==> config.mk <==
export PLATFORM = sky130hd
export DESIGN_NAME = mem_port_arbiter
export DESIGN_NICKNAME = d
export VERILOG_FILES = /design/src/rtl/mem_port_arbiter.sv
export SDC_FILE = /design/constraint.sdc
export NUM_CORES = 1
export LEC_CHECK = 0
export ABC_AREA = 1
export BUFFER_PORTS_ARGS = -buffer_cell sky130_fd_sc_hd__buf_2
export CAP_MARGIN = 40
export CORE_MARGIN = 2
export CORE_UTILIZATION = 52
export CTS_CLUSTER_DIAMETER = 100
export DETAILED_ROUTE_END_ITERATION = 8
export HOLD_SLACK_MARGIN = 0.06
export PLACE_DENSITY = 0.9
export SYNTH_ARGS = -nofsm -noshare
export SYNTH_HDL_FRONTEND = slang
export SYNTH_SLANG_ARGS = --single-unit
export TNS_END_PERCENT = 5
==> constraint.sdc <==
create_clock -name Clk -period 3.6 [get_ports Clk]
set_clock_uncertainty 0.2 [all_clocks]
set_input_delay 0.36 -clock Clk [delete_from_list [all_inputs] [get_ports Clk]]
set_output_delay 0.36 -clock Clk [all_outputs]
set_load 0.01 [all_outputs]
==> src/rtl/mem_port_arbiter.sv <==
// mem_port_arbiter: two-port round-robin front end for the unified memory.
// Ports: cpu_* (port 0) and dbg_* (port 1) req/gnt/ack, mem_* macro side,
// busy/owner status. Every output is registered; Reset is sync active-high.
module mem_port_arbiter #(
  parameter int AW      = 32,
  parameter int DW      = 32,
  parameter int MEM_LAT = 2
) (
  input  logic          Clk,
  input  logic          Reset,
  input  logic          cpu_req,
  input  logic          cpu_we,
  input  logic [AW-1:0] cpu_addr,
  input  logic [DW-1:0] cpu_wdata,
  output logic          cpu_gnt,
  output logic          cpu_ack,
  output logic [DW-1:0] cpu_rdata,
  input  logic          dbg_req,
  input  logic          dbg_we,
  input  logic [AW-1:0] dbg_addr,
  input  logic [DW-1:0] dbg_wdata,
  output logic          dbg_gnt,
  output logic          dbg_ack,
  output logic [DW-1:0] dbg_rdata,
  output logic          mem_en,
  output logic          mem_we,
  output logic [AW-1:0] mem_addr,
  output logic [DW-1:0] mem_wdata,
  input  logic [DW-1:0] mem_rdata,
  output logic          busy,
  output logic          owner
);

  localparam int CW = (MEM_LAT > 1) ? $clog2(MEM_LAT) : 1;
  localparam logic [CW-1:0] CNT_INIT = CW'(MEM_LAT - 1);

  typedef enum logic [1:0] {IDLE, BUSY, RESP} state_t;

  state_t state, stateNext;

  logic [CW-1:0] cnt, cntN;
  logic          lastGrant, lastGrantN;
  logic          anyReq, winner;

  logic          cpuGntN, dbgGntN, cpuAckN, dbgAckN;
  logic [DW-1:0] cpuRdataN, dbgRdataN;
  logic          memEnN, memWeN;
  logic [AW-1:0] memAddrN;
  logic [DW-1:0] memWdataN;
  logic          busyN, ownerN;

  assign anyReq = cpu_req | dbg_req;
  // On a tie the port that did not win last time takes it.
  assign winner = (cpu_req & dbg_req) ? ~lastGrant : dbg_req;

  always_ff @(posedge Clk) begin
    if (Reset) begin
      state     <= IDLE;
      cnt       <= '0;
      lastGrant <= 1'b1;
      cpu_gnt   <= 1'b0;
      dbg_gnt   <= 1'b0;
      cpu_ack   <= 1'b0;
      dbg_ack   <= 1'b0;
      cpu_rdata <= '0;
      dbg_rdata <= '0;
      mem_en    <= 1'b0;
      mem_we    <= 1'b0;
      mem_addr  <= '0;
      mem_wdata <= '0;
      busy      <= 1'b0;
      owner     <= 1'b0;
    end else begin
      state     <= stateNext;
      cnt       <= cntN;
      lastGrant <= lastGrantN;
      cpu_gnt   <= cpuGntN;
      dbg_gnt   <= dbgGntN;
      cpu_ack   <= cpuAckN;
      dbg_ack   <= dbgAckN;
      cpu_rdata <= cpuRdataN;
      dbg_rdata <= dbgRdataN;
      mem_en    <= memEnN;
      mem_we    <= memWeN;
      mem_addr  <= memAddrN;
      mem_wdata <= memWdataN;
      busy      <= busyN;
      owner     <= ownerN;
    end
  end

  always_comb begin
    stateNext = state;
    unique case (state)
      IDLE:    if (anyReq) stateNext = BUSY;
      BUSY:    if (cnt == '0) stateNext = RESP;
      RESP:    stateNext = IDLE;
      default: stateNext = IDLE;
    endcase
  end

  always_comb begin
    cntN       = cnt;
    lastGrantN = lastGrant;
    cpuGntN    = 1'b0;
    dbgGntN    = 1'b0;
    cpuAckN    = 1'b0;
    dbgAckN    = 1'b0;
    cpuRdataN  = cpu_rdata;
    dbgRdataN  = dbg_rdata;
    memEnN     = mem_en;
    memWeN     = mem_we;
    memAddrN   = mem_addr;
    memWdataN  = mem_wdata;
    busyN      = busy;
    ownerN     = owner;
    unique case (state)
      IDLE: begin
        if (anyReq) begin
          lastGrantN = winner;
          ownerN     = winner;
          memEnN     = 1'b1;
          memWeN     = winner ? dbg_we : cpu_we;
          memAddrN   = winner ? dbg_addr : cpu_addr;
          memWdataN  = winner ? dbg_wdata : cpu_wdata;
          cpuGntN    = ~winner;
          dbgGntN    = winner;
          cntN       = CNT_INIT;
          busyN      = 1'b1;
        end
      end
      BUSY: begin
        if (cnt == '0) begin
          memEnN  = 1'b0;
          memWeN  = 1'b0;
          cpuAckN = ~owner;
          dbgAckN = owner;
          // mem_we still reflects the access being finished here.
          if (!mem_we) begin
            if (owner) dbgRdataN = mem_rdata;
            else       cpuRdataN = mem_rdata;
          end
        end else begin
          cntN = cnt - CW'(1);
        end
      end
      RESP: busyN = 1'b0;
      default: ;
    endcase
  end

endmodule

==> flow_metrics.env <==
export IMPL_drive_above_1_share=0.266
export IMPL_routed_wirelength_um=20300
export IMPL_critPathMaxFanout=43
export IMPL_required_ns=3.71
export IMPL_yosysUniqueCellTypes=20
export IMPL_ir_drop_mv=0.334
export IMPL_seq_area_frac_synth=0.404
export IMPL_postLayoutCoreUtil=0.690
export IMPL_min_from="dbg_addr[8]"
export IMPL_stdcell_count=1513
export IMPL_rows=42
export IMPL_vias=7610
export IMPL_postSynthAreaPerCell_um2=6.46
export IMPL_globalRouteMet1Util=0.344
export IMPL_drtAntennaViolNets=0
export IMPL_area_growth_pct=30.7
export IMPL_fillerInstances=1102
export IMPL_final_seq_area_mm2=0.00280
export IMPL_fp_coreArea_mm2=0.0131
export IMPL_totalNegativeSetupSlack_ns=0
export IMPL_overflow=0
export IMPL_cts_buffers=17
export IMPL_multi_input_comb_area_mm2=0.00333
export IMPL_crit_reg2reg_launch="state[0]"
export IMPL_die_y_um=119
export IMPL_finalWeightedCongestion=0.879
export IMPL_crit_path_end_kind="flip-flop"
export IMPL_insertion_delay_ns=0.41
export IMPL_crit_start="state[0]"
export IMPL_dp_hpwl_um=14000
export IMPL_max_slew_margin=0.388
export IMPL_die_area_mm2=0.0143
export IMPL_finalHoldViolCount=0
export IMPL_drv_cap=0
export IMPL_ys_ff_latch=140
export IMPL_globalRoute_busiestLayer="met2"
export IMPL_most_common_layout_cells="buf_2 (300), nand2_1 (268), nor2_1 (262)"
export IMPL_period_minus_slack_ns=2.25
export IMPL_hp_class="in2reg"
export IMPL_n_antenna_cell=0
export IMPL_drt_iter0_drc=692
export IMPL_first_global_vias=6662
export IMPL_clock_path_buffers=2
export IMPL_fp_dieW_um=119
export IMPL_synthCells=1073
export IMPL_start_util=0.528
export IMPL_cp_data_arrival_time_ns=2.36
export IMPL_grt_use_met2=0.458
export IMPL_dp_cells=1479
export IMPL_viasPerCell=5.03
export IMPL_clock_sinks=140
export IMPL_fin_nets=1490
export IMPL_grt_first_pass_wirelength_um=31900
export IMPL_io_pins=302
export IMPL_final_max_slew_violation_count=0
export IMPL_clock_root_buffer="clkbuf_16"
export IMPL_setup_viol=0
export IMPL_power_leakage_uw=0.00489
export IMPL_ys_warn_count=0
export IMPL_syn_nets=1239
export IMPL_status="finished, final reports clean"
export IMPL_htree_num_levels=4
export IMPL_drcViolationCount=0
export IMPL_grt_total_usage=0.279
export IMPL_routedWlPerCell_um=13.4
export IMPL_rsz0062_at_grt="false"
export IMPL_min_period_over_period=0.625
export IMPL_drtPass1Iterations=5
export IMPL_use_met3=0.0536
export IMPL_worst_pin_slew_ns=0.916
export IMPL_fmax_mhz=444
export IMPL_p_per_area_mw_per_mm2=551
export IMPL_cts_tree="yes"
export IMPL_grt_max_degree=86
export IMPL_clk_pin_slew_ns=0.06
export IMPL_antenna_found_initial=1
export IMPL_crit_path_start_kind="flip-flop"
export IMPL_final_common_cell="buf_2"
export IMPL_path_class="reg2reg"
export IMPL_cts_setup_buffers=0
export IMPL_syn_area_mm2=0.00694
export IMPL_portBuffers=301
==> critical path: stages, from the launching register on <==
cell and delay [ns]:
dfxtp_1 0.42, inv_2 0.09, nor2_4 0.70, buf_4 0.40
nand4_1 0.17, nand2_1 0.13, nor2_1 0.04
==> area by class of cell <==
class | instances | area share
clock buffer | 20 | 0.0515
clock inverter | 12 | 0.0185
inverter | 106 | 0.0442
multi-input combinational | 743 | 0.367
sequential | 140 | 0.309
tap | 176 | 0.0243
timing repair buffer | 316 | 0.185
==> through the flow <==
step	total power, µW	instance area [µm²]	worst slack (ns)	hold slack [ns]
6_report	4990	9060	1.35	0.0790
5_1_grt	5260	9060	1.23	0.0844
4_1_cts	5010	9060	1.40	0.0637
3_5_place_dp	3150	8410	1.46	0.258
3_3_place_gp	3100	8350	1.50	0.253
2_1_floorplan	2710	6940	2.19	0.229
==> synthesized netlist by cell type <==
library cell / count / share of area
o21ai_0: 3 / 0.0022
nor3_1: 2 / 0.0014
nor2_1: 264 / 0.14
dfxtp_1: 140 / 0.40
clkbuf_1: 25 / 0.014
nor2_2: 3 / 0.0027
a21boi_1: 3 / 0.0032
buf_4: 10 / 0.011
buf_1: 1 / 0.00054
inv_1: 103 / 0.056
a21oi_1: 1 / 0.00072
nand3_1: 71 / 0.051
clkinv_1: 1 / 0.00054
buf_6: 4 / 0.0065
nand4_1: 64 / 0.058
a21boi_0: 61 / 0.066
nand2_1: 270 / 0.15
buf_2: 44 / 0.032
o31ai_1: 1 / 0.0011
inv_2: 2 / 0.0011
==> report_power, final <==
part | internal, µW | switching, µW
combinational | 463 | 821
clock | 1210 | 651
sequential | 1740 | 106
total | 3410 | 1580
==> timing repair <==
action / in CTS / in global routing
resized for setup: 0 / 0
endpoints found under the hold margin: 6 / 0
hold buffers: 2 / 0
==> kinds of logic after synthesis <==
family,synth area share
buf+inv,0.121
compound gates,0.0732
simple gates,0.402
flops,0.404
==> sequential cells by signal, summed over array words and instances, names as in the netlist <==
signal,count
cpu_ack,1
dbg_gnt,1
mem_wdata,32
cpu_gnt,1
busy,1
mem_addr,32
cnt,1
mem_en,1
cpu_rdata,32
owner,1
lastGrant,1
dbg_ack,1
mem_we,1
state,2
dbg_rdata,32
==> routing by layer <==
layer | share of wire | wire length (µm)
met1 | 0.41 | 8240
met2 | 0.47 | 9560
met3 | 0.075 | 1520
met4 | 0.045 | 916
met5 | 0.00064 | 13
==> path summary, 6_finish.rpt <==
path | end | slack (ns) | cells past startpoint
setup / recovery | cpu_rdata[24] | 1.35 | 6
hold / removal | mem_addr[8] | 0.08 | 5
setup reg to reg | cpu_rdata[24] | 1.35 | 6
hold reg to reg | mem_en | 0.26 | 2
(Power assumes the default switching activity.)
